$ cat config.mk
export PLATFORM = sky130hd
export DESIGN_NAME = game_flow_ctrl
export DESIGN_NICKNAME = d
export VERILOG_FILES = /design/src/rtl/game_pkg.sv /design/src/rtl/key_edge_detect.sv /design/src/rtl/game_flow_ctrl.sv
export SDC_FILE = /design/constraint.sdc
export NUM_CORES = 1
export LEC_CHECK = 0
export CORE_ASPECT_RATIO = 1.25
export CORE_MARGIN = 2
export CORE_UTILIZATION = 40
export CTS_CLUSTER_DIAMETER = 50
export CTS_CLUSTER_SIZE = 16
export DETAILED_ROUTE_END_ITERATION = 12
export PLACE_DENSITY = 0.73
export SLEW_MARGIN = 25
export SYNTH_ARGS = -nofsm -noshare
export SYNTH_HDL_FRONTEND = slang
export SYNTH_SLANG_ARGS = --single-unit
$ cat constraint.sdc
create_clock -name Clk -period 3.2 [get_ports Clk]
set_input_delay 0.48 -clock Clk [delete_from_list [all_inputs] [get_ports Clk]]
set_output_delay 0.48 -clock Clk [all_outputs]
set_load 0.01 [all_outputs]
$ cat src/rtl/game_pkg.sv
// rtl/game_pkg.sv - shared game state encoding and status bus constants
package game_pkg;

  typedef enum logic [2:0] {
    S_WAIT    = 3'd0,
    S_SELECT  = 3'd1,
    S_PREWAIT = 3'd2,
    S_PLAY    = 3'd3,
    S_WIN     = 3'd4,
    S_LOSE    = 3'd5
  } state_t;

  localparam logic [4:0] STAT_SELECT = 5'b10000;
  localparam logic [4:0] STAT_WAIT   = 5'b01000;
  localparam logic [4:0] STAT_PLAY   = 5'b00100;
  localparam logic [4:0] STAT_WIN    = 5'b00010;
  localparam logic [4:0] STAT_LOSE   = 5'b00001;

  // Status code for a state; anything unrecognised shows the cover screen.
  function automatic logic [4:0] state_to_status(input state_t s);
    case (s)
      S_SELECT:  state_to_status = STAT_SELECT;
      S_PREWAIT: state_to_status = STAT_WAIT;
      S_WAIT:    state_to_status = STAT_WAIT;
      S_PLAY:    state_to_status = STAT_PLAY;
      S_WIN:     state_to_status = STAT_WIN;
      S_LOSE:    state_to_status = STAT_LOSE;
      default:   state_to_status = STAT_WAIT;
    endcase
  endfunction

endpackage

$ cat src/rtl/key_edge_detect.sv
// rtl/key_edge_detect.sv - per-bit rising-edge detector for held key levels
module key_edge_detect #(
  parameter int W = 3
) (
  input  logic         Clk,
  input  logic         Reset_n,
  input  logic [W-1:0] i_key,
  output logic [W-1:0] o_press
);

  logic [W-1:0] r_prev;

  // Remember last cycle's key levels so a held key yields only one press.
  always_ff @(posedge Clk or negedge Reset_n) begin
    if (!Reset_n) r_prev <= '0;
    else          r_prev <= i_key;
  end

  assign o_press = i_key & ~r_prev;

endmodule

$ cat src/rtl/game_flow_ctrl.sv
// rtl/game_flow_ctrl.sv - stickman runner game sequencer: states, levels, coins, win/lose
module game_flow_ctrl
  import game_pkg::*;
#(
  parameter int NUM_LEVELS      = 3,
  parameter int WIN_COINS       = 20,
  parameter int PREWAIT_FRAMES  = 120,
  parameter int END_HOLD_FRAMES = 60
) (
  input  logic       Clk,
  input  logic       Reset_n,
  input  logic       frame_tick,
  input  logic       key_start,
  input  logic       key_up,
  input  logic       key_down,
  input  logic       coin_hit,
  input  logic       collision,
  output logic [4:0] status,
  output logic [1:0] level,
  output logic [7:0] coin_cnt,
  output logic       game_init
);

  localparam int MAX_FRAMES = (PREWAIT_FRAMES > END_HOLD_FRAMES) ? PREWAIT_FRAMES : END_HOLD_FRAMES;
  localparam int TW         = $clog2(MAX_FRAMES + 1);

  localparam logic [TW-1:0] PRE_LAST  = TW'(PREWAIT_FRAMES - 1);
  localparam logic [TW-1:0] HOLD_DONE = TW'(END_HOLD_FRAMES);
  localparam logic [1:0]    LVL_MAX   = 2'(NUM_LEVELS - 1);
  localparam logic [7:0]    WIN_LAST  = 8'(WIN_COINS - 1);

  state_t        r_state;
  state_t        w_state_nxt;
  logic [TW-1:0] r_timer;
  logic [1:0]    r_level;
  logic [7:0]    r_coin_cnt;
  logic [4:0]    r_status;
  logic          r_game_init;
  logic [4:0]    w_status_nxt;
  logic          w_game_init_nxt;
  logic [2:0]    w_press;
  logic          w_start_p;
  logic          w_up_p;
  logic          w_down_p;

  key_edge_detect #(.W(3)) u_keys (
    .Clk     (Clk),
    .Reset_n (Reset_n),
    .i_key   ({key_down, key_up, key_start}),
    .o_press (w_press)
  );

  assign w_start_p = w_press[0];
  assign w_up_p    = w_press[1];
  assign w_down_p  = w_press[2];

  // State register; reset lands on the cover screen.
  always_ff @(posedge Clk or negedge Reset_n) begin
    if (!Reset_n) r_state <= S_WAIT;
    else          r_state <= w_state_nxt;
  end

  // Next-state decision; collision outranks a winning coin, unknown codes recover to WAIT.
  always_comb begin
    w_state_nxt = r_state;
    case (r_state)
      S_WAIT:    if (w_start_p) w_state_nxt = S_SELECT;
      S_SELECT:  if (w_start_p) w_state_nxt = S_PREWAIT;
      S_PREWAIT: if (frame_tick && (r_timer == PRE_LAST)) w_state_nxt = S_PLAY;
      S_PLAY: begin
        if (collision)                                   w_state_nxt = S_LOSE;
        else if (coin_hit && (r_coin_cnt == WIN_LAST))   w_state_nxt = S_WIN;
      end
      S_WIN, S_LOSE: if (w_start_p && (r_timer == HOLD_DONE)) w_state_nxt = S_SELECT;
      default:   w_state_nxt = S_WAIT;
    endcase
  end

  // Output decode from the upcoming state so the registered outputs track the state register.
  always_comb begin
    w_status_nxt    = state_to_status(w_state_nxt);
    w_game_init_nxt = (r_state == S_PREWAIT) && (w_state_nxt == S_PLAY);
  end

  // Registered status bus and one-cycle round-start pulse.
  always_ff @(posedge Clk or negedge Reset_n) begin
    if (!Reset_n) begin
      r_status    <= STAT_WAIT;
      r_game_init <= 1'b0;
    end else begin
      r_status    <= w_status_nxt;
      r_game_init <= w_game_init_nxt;
    end
  end

  // Frame timer: counts the cover delay and the end-screen hold, zero everywhere else.
  always_ff @(posedge Clk or negedge Reset_n) begin
    if (!Reset_n) begin
      r_timer <= '0;
    end else begin
      case (r_state)
        S_PREWAIT: begin
          if (w_state_nxt != S_PREWAIT) r_timer <= '0;
          else if (frame_tick)          r_timer <= r_timer + TW'(1);
        end
        S_WIN, S_LOSE: begin
          if (w_state_nxt == S_SELECT)                  r_timer <= '0;
          else if (frame_tick && (r_timer != HOLD_DONE)) r_timer <= r_timer + TW'(1);
        end
        default: r_timer <= '0;
      endcase
    end
  end

  // Level selection wraps both ways; start or a simultaneous up+down leaves it alone.
  always_ff @(posedge Clk or negedge Reset_n) begin
    if (!Reset_n) begin
      r_level <= 2'd0;
    end else if ((r_state == S_SELECT) && !w_start_p) begin
      if (w_up_p && !w_down_p)
        r_level <= (r_level == LVL_MAX) ? 2'd0 : r_level + 2'd1;
      else if (w_down_p && !w_up_p)
        r_level <= (r_level == 2'd0) ? LVL_MAX : r_level - 2'd1;
    end
  end

  // Coin counter clears at round start and saturates; it keeps its value on the end screens.
  always_ff @(posedge Clk or negedge Reset_n) begin
    if (!Reset_n) begin
      r_coin_cnt <= 8'd0;
    end else if (w_game_init_nxt) begin
      r_coin_cnt <= 8'd0;
    end else if ((r_state == S_PLAY) && coin_hit && (r_coin_cnt != 8'hFF)) begin
      r_coin_cnt <= r_coin_cnt + 8'd1;
    end
  end

  assign status    = r_status;
  assign level     = r_level;
  assign coin_cnt  = r_coin_cnt;
  assign game_init = r_game_init;

endmodule

* Word-level counts from Yosys, hierarchy flattened *
Index checks and enable logic that the tools add are counted.

word-level totals
  bits in read-only memories = 0
  logic and storage cells = 70
  memory bits (writable) = 0
  output and inout bits = 16
  bits in registers = 29
  latch bits = 0
  memories = 0

cells by class
  bitwise operators = 2
  equality and inequality tests = 18
  add/sub/neg operators = 4
  shift operators = 0
  magnitude comparators = 0
  div/mod/pow operators = 0
  multiplexer cells = 19
  reductions and logical operators = 20
  $mul = 0

operators with widths
  operator                                                         count
  7-bit two-way mux                                                4
  5-bit case mux with 4 select lines                               1
  3-bit two-way mux                                                6
  8-bit two-way mux                                                2
  3-bit case mux with 5 select lines                               1
  7-bit case mux with 2 select lines                               1
  3-bit == test, second input constant                             4
  1-bit logical AND                                                10
  3-bit by 2-bit == test with 1-bit output, second input constant  3
  8-bit by 1-bit adder with 8-bit output, second input constant    1
  8-bit by 5-bit == test with 1-bit output, second input constant  1
  2-bit two-way mux                                                4
  8-bit != test, second input constant                             1
  7-bit by 1-bit adder with 7-bit output, second input constant    1
  7-bit by 6-bit == test with 1-bit output, second input constant  1
  7-bit == test, second input constant                             1
  7-bit by 6-bit != test with 1-bit output, second input constant  1
  3-bit by 1-bit == test with 1-bit output, second input constant  2
  3-bit by 2-bit != test with 1-bit output, second input constant  2
  2-bit AND reduction                                              2
  2-bit nonzero test                                               2
  3-bit bitwise AND                                                1
  1-bit logical NOT                                                3
  3-bit logical NOT                                                1
  7 further kinds                                                  7

* Longest topological paths before layout *
  depth in word-level cells = 8
  mapped depth = 8
  mapped depth without buffers = 7

* By module *
A second synthesis with hierarchy kept.

second synthesis, totals
  cell total of the unflattened synthesis = 161
  area total of the unflattened synthesis = 1590.3 µm²

by module, submodules not included
  module           area each (µm²)  instances  sequential area each (µm²)  cells an instance
  game_flow_ctrl   1473.9           1          651.9                       155
  key_edge_detect  116.4            1          75.1                        6

* Least setup slack after synthesis *
OpenSTA, ideal clock, no wires.

  path kind = reg2reg
  start point = register r_timer[0]
  end point = register r_timer[5]
  buffers on the path = 1
  period minus slack after synthesis = 1695 ps
  stages on the path, launching flop included = 8
  setup time = 132 ps
  arrival time = 1563 ps
  slack = 1505 ps
  path through = dfrtp_1 ha_1 nand4_2 or2_4 o22a_1 o221ai_2 buf_6 a22oi_1

between the ends
  word-level cells in the longest chain between the ends = 7
  elaborated cells on any way between the ends = 20
  classes of those cells = add/sub (1); eq/ne (7); mux (8); reduce/logical (4)

RTL lines
  element                                                                                                      RTL line                                      source
  start: declaration                                                                                           game_flow_ctrl.sv:34                          logic [TW-1:0] r_timer;
  start signal: assignment                                                                                     game_flow_ctrl.sv:104                         else if (frame_tick) r_timer <= r_timer + TW'(1);
  start signal: assignment                                                                                     game_flow_ctrl.sv:108                         else if (frame_tick && (r_timer != HOLD_DONE)) r_timer <= r_timer + TW'(1);
  7-bit by 6-bit == test with 1-bit output / 7-bit == test (equally long branches)                             game_flow_ctrl.sv:74, game_flow_ctrl.sv:69
  1-bit logical AND (on tied branches)                                                                         game_flow_ctrl.sv:74, game_flow_ctrl.sv:69
  3-bit two-way mux (on tied branches)                                                                         game_flow_ctrl.sv:74, game_flow_ctrl.sv:69
  3-bit case mux with 5 select lines (*)                                                                       game_flow_ctrl.sv:66                          case (r_state)
  via w_state_nxt[0]                                                                                           game_flow_ctrl.sv:33                          state_t w_state_nxt;
  3-bit by 1-bit == test with 1-bit output / 3-bit by 2-bit != test with 1-bit output (equally long branches)  game_flow_ctrl.sv:107, game_flow_ctrl.sv:103
  7-bit two-way mux, or another cell as far along                                                              game_flow_ctrl.sv:107                         if (w_state_nxt == S_SELECT) r_timer <= '0;
  7-bit case mux with 2 select lines / 2-bit AND reduction (equally long branches)                             -

The timed path passes the listed nets; every way through them passes the cells marked *. The select of a mux whose other input is x is not followed.
A chain may end at the register's enable or synchronous reset.

* Worst setup path after layout *
  start point = input frame_tick
  end point = register r_status[1], in the netlist status[1]

between the ends
  word-level cells in the longest chain between the ends = 5
  elaborated cells on any way between the ends = 8
  classes of those cells = eq/ne (4); mux (3); reduce/logical (1)

RTL lines
  element                                      RTL line              source
  start: declaration                           game_flow_ctrl.sv:12  input logic frame_tick,
  1-bit logical AND (*)                        game_flow_ctrl.sv:69  S_PREWAIT: if (frame_tick && (r_timer == PRE_LAST)) w_state_nxt = S_PLAY;
  3-bit two-way mux (*)                        game_flow_ctrl.sv:69
  3-bit case mux with 5 select lines (*)       game_flow_ctrl.sv:66
  3-bit == test, or another cell as far along  game_pkg.sv:21        case (s)
  5-bit case mux with 4 select lines (*)       game_pkg.sv:21
  via w_status_nxt[1]                          game_flow_ctrl.sv:39  logic [4:0] w_status_nxt;
  end signal: assignment                       game_flow_ctrl.sv:91  r_status <= w_status_nxt;
  end: declaration                             game_flow_ctrl.sv:37  logic [4:0] r_status;

The timed path passes the listed nets; every way through them passes the cells marked *.

==> flow_metrics.py <==
metrics = {
    "global_routing": {
        "grt_max_degree": 30,
        "grt_overflow": 0,
        "grt_pass1_wl_um": 5770,
        "grt_pass1_vias": 1307,
        "antenna_found_initial": 0,
        "grt_util_all_layers": 0.167,
    },
    "cts": {
        "cts.clk_slew.worst_paths_ps": 60,
        "clock_path_buffers": 2,
        "post_cts_resized": 0,
        "clock_latency_ps": 280,
        "cts_made_buffers": 5,
        "cts_setup_buffers": 0,
        "cts_root_buf": "clkbuf_8",
        "htree_levels": 2,
        "cts_tree": "yes",
        "postCtsHoldBufs": 0,
        "numClockSinks": 29,
    },
    "timing": {
        "hold_viol_final": 0,
        "worst_slack_ps": 1080,
        "worstMarginPinSlew_ps": 617,
        "rsz0062_at_grt": "false",
        "final-max-slew-violation-count": 0,
        "min_period_over_period": 0.662,
        "finalSetupViolations": 0,
        "whs_ps": 545,
        "slew_headroom": 0.587,
        "final.setup_skew_ps": 4.11,
        "min_period_ps": 2120,
        "fmax_mhz": 472,
        "setup_tns_ps": 0,
    },
    "worst_setup_path": {
        "worstSetupStartpointType": "input port",
        "crit_required_ps": 3370,
        "endpoint_kind": "register",
        "crit_path_max_fanout": 11,
        "crit_type": "in2reg",
        "cp_data_arrival_time_ps": 2290,
    },
    "yosys": {
        "synthTopCellsByCount": "dfrtp_1 (28), nor2_1 (21), a21oi_1 (11), nand2_1 (11), o21ai_0 (10)",
        "ys_ff_latch": 29,
        "synth_top_area_share": 0.429,
        "syn_area_um2": 1630,
        "synth_area_per_cell_um2": 9.66,
        "async_flop_share": 1.00,
        "synth_fp_nets": 184,
        "synth.most_common_cell": "dfrtp_1",
        "synth_cell_type_count": 50,
        "synth_edf_count": 0,
        "yosysWarnings": 0,
        "yosysSeqAreaShare": 0.445,
        "synthFlopType": "dfrtp_1",
        "synth_top_area_cell": "dfrtp_1",
        "synth_area_leaders": "dfrtp_1 (43%), ha_1 (5.4%), nor2_1 (4.8%), a21oi_1 (3.4%), xnor2_1 (3.2%)",
        "synthCells": 169,
    },
    "pwr": {
        "ir_worst_vdd_uv": 404,
        "power_density_nw_per_um2": 766,
        "power_mw": 1.55,
        "power.leakage_nw": 0.837,
    },
    "route": {
        "drc": 0,
        "wirelength_um": 3370,
        "antenna_left": 0,
        "post_drt_wl_per_cell_um": 13.5,
        "vias": 1341,
        "detail_route.vias_per_cell": 5.36,
        "drt-initial-drc-count": 65,
        "firstDrtPassIters": 4,
    },
    "floorplan": {
        "initial_core_util": 0.424,
        "io_pins": 24,
        "die_w_um": 61.1,
        "die_h_um": 75.4,
        "core-area_um2": 3850,
        "die_area_um2": 4610,
        "num_rows": 25,
    },
    "finish": {
        "final_util": 0.526,
        "area.growth.synth_to_final_pct": 23.8,
        "final_nets": 210,
        "n_fill_cell": 358,
        "num_antenna_cells": 0,
        "drive_gt1_frac": 0.0918,
    },
    "placed_design": {
        "port_buffers": 23,
        "dp_hpwl_um": 2420,
        "globalplace.congestion": 0.914,
        "place_ws_ps": 814,
    },
    "flow_run": {
        "cap_violations": 0,
    },
    "outcome": {
        "status": "complete, no violations",
    },
    "worst_hold_path": {
        "hold_path_class": "reg2reg",
    },
}
-- final cells by class --
| class | instances | area [um2] | area share |
|---|---|---|---|
| clock inverters | 1 | 30.0 | 0.0149 |
| well taps | 54 | 67.6 | 0.0334 |
| flip-flops and latches | 29 | 727 | 0.360 |
| repair buffers | 24 | 238 | 0.118 |
| inverters | 6 | 22.5 | 0.0111 |
| clock buffers | 7 | 86.3 | 0.0427 |
| multi-input cells | 129 | 851 | 0.421 |
-- logic make-up after synthesis --
logic type                 count (synthesis)  synth area share
AOI/OAI and AO/OA                         40             0.168
xor gates and xnor gates                   7            0.0375
adders and majority gates                  7            0.0536
buffers and inverters                     11            0.0337
DFF                                       29             0.445
muxes                                      2            0.0123
and+or+nand+nor                           73             0.250
-- layout by cell type, fill, tap and decap left out, types with 4 or more instances in the layout --
cell / instances
nor3_1: 4
nand3_1: 7
inv_1: 6
a21oi_1: 11
ha_1: 7
o21ai_0: 10
clkdlybuf4s50_1: 23
xnor2_1: 6
nand2_1: 11
nor2_1: 21
nor2b_1: 4
clkbuf_8: 6
and2_1: 6
dfrtp_1: 28
-- through the flow --
step | instances | area, um2
2_1_floorplan | 169 | 1630
3_3_place_gp | 242 | 1910
3_5_place_dp | 242 | 1910
4_1_cts | 250 | 2020
5_1_grt | 250 | 2020
6_report | 250 | 2020
-- worst paths after layout --
path / start / to / slack (ps) / depth (start not counted)
min in group asynchronous: Reset_n / u_keys.r_prev[2] / 590 / 2
worst max register to register: r_timer[0] / status[1] / 1150 / 6
max in group asynchronous: Reset_n / status[3] / 2290 / 2
worst min register to register: level[1] / level[1] / 550 / 2
worst max-delay path: frame_tick / status[1] / 1080 / 6
worst min-delay path: level[1] / level[1] / 550 / 2
-- sequential cells by signal (all words and copies together), names as in the netlist --
signal	count
u_keys.r_prev	3
status	5
level	2
r_timer	7
r_state	3
game_init	1
coin_cnt	8
-- layer usage --
layer,global-route usage,share of wire
met5,0,0
met4,0.0604,0.015
met3,0.0458,0.052
met2,0.301,0.51
met1,0.185,0.42
-- critical path, stage by stage --
cell	delay, ps
clkdlybuf4s50_1	550
nand3b_1	120
or2_4	260
o22a_1	220
o221ai_2	420
and2b_1	240
-- power by group --
part	switching, mW	total, mW	internal [mW]
logic	0.304	0.590	0.286
registers	0.110	0.568	0.458
clock network	0.136	0.390	0.253
total	0.550	1.55	0.997
Power figures use the tool's default switching activity.
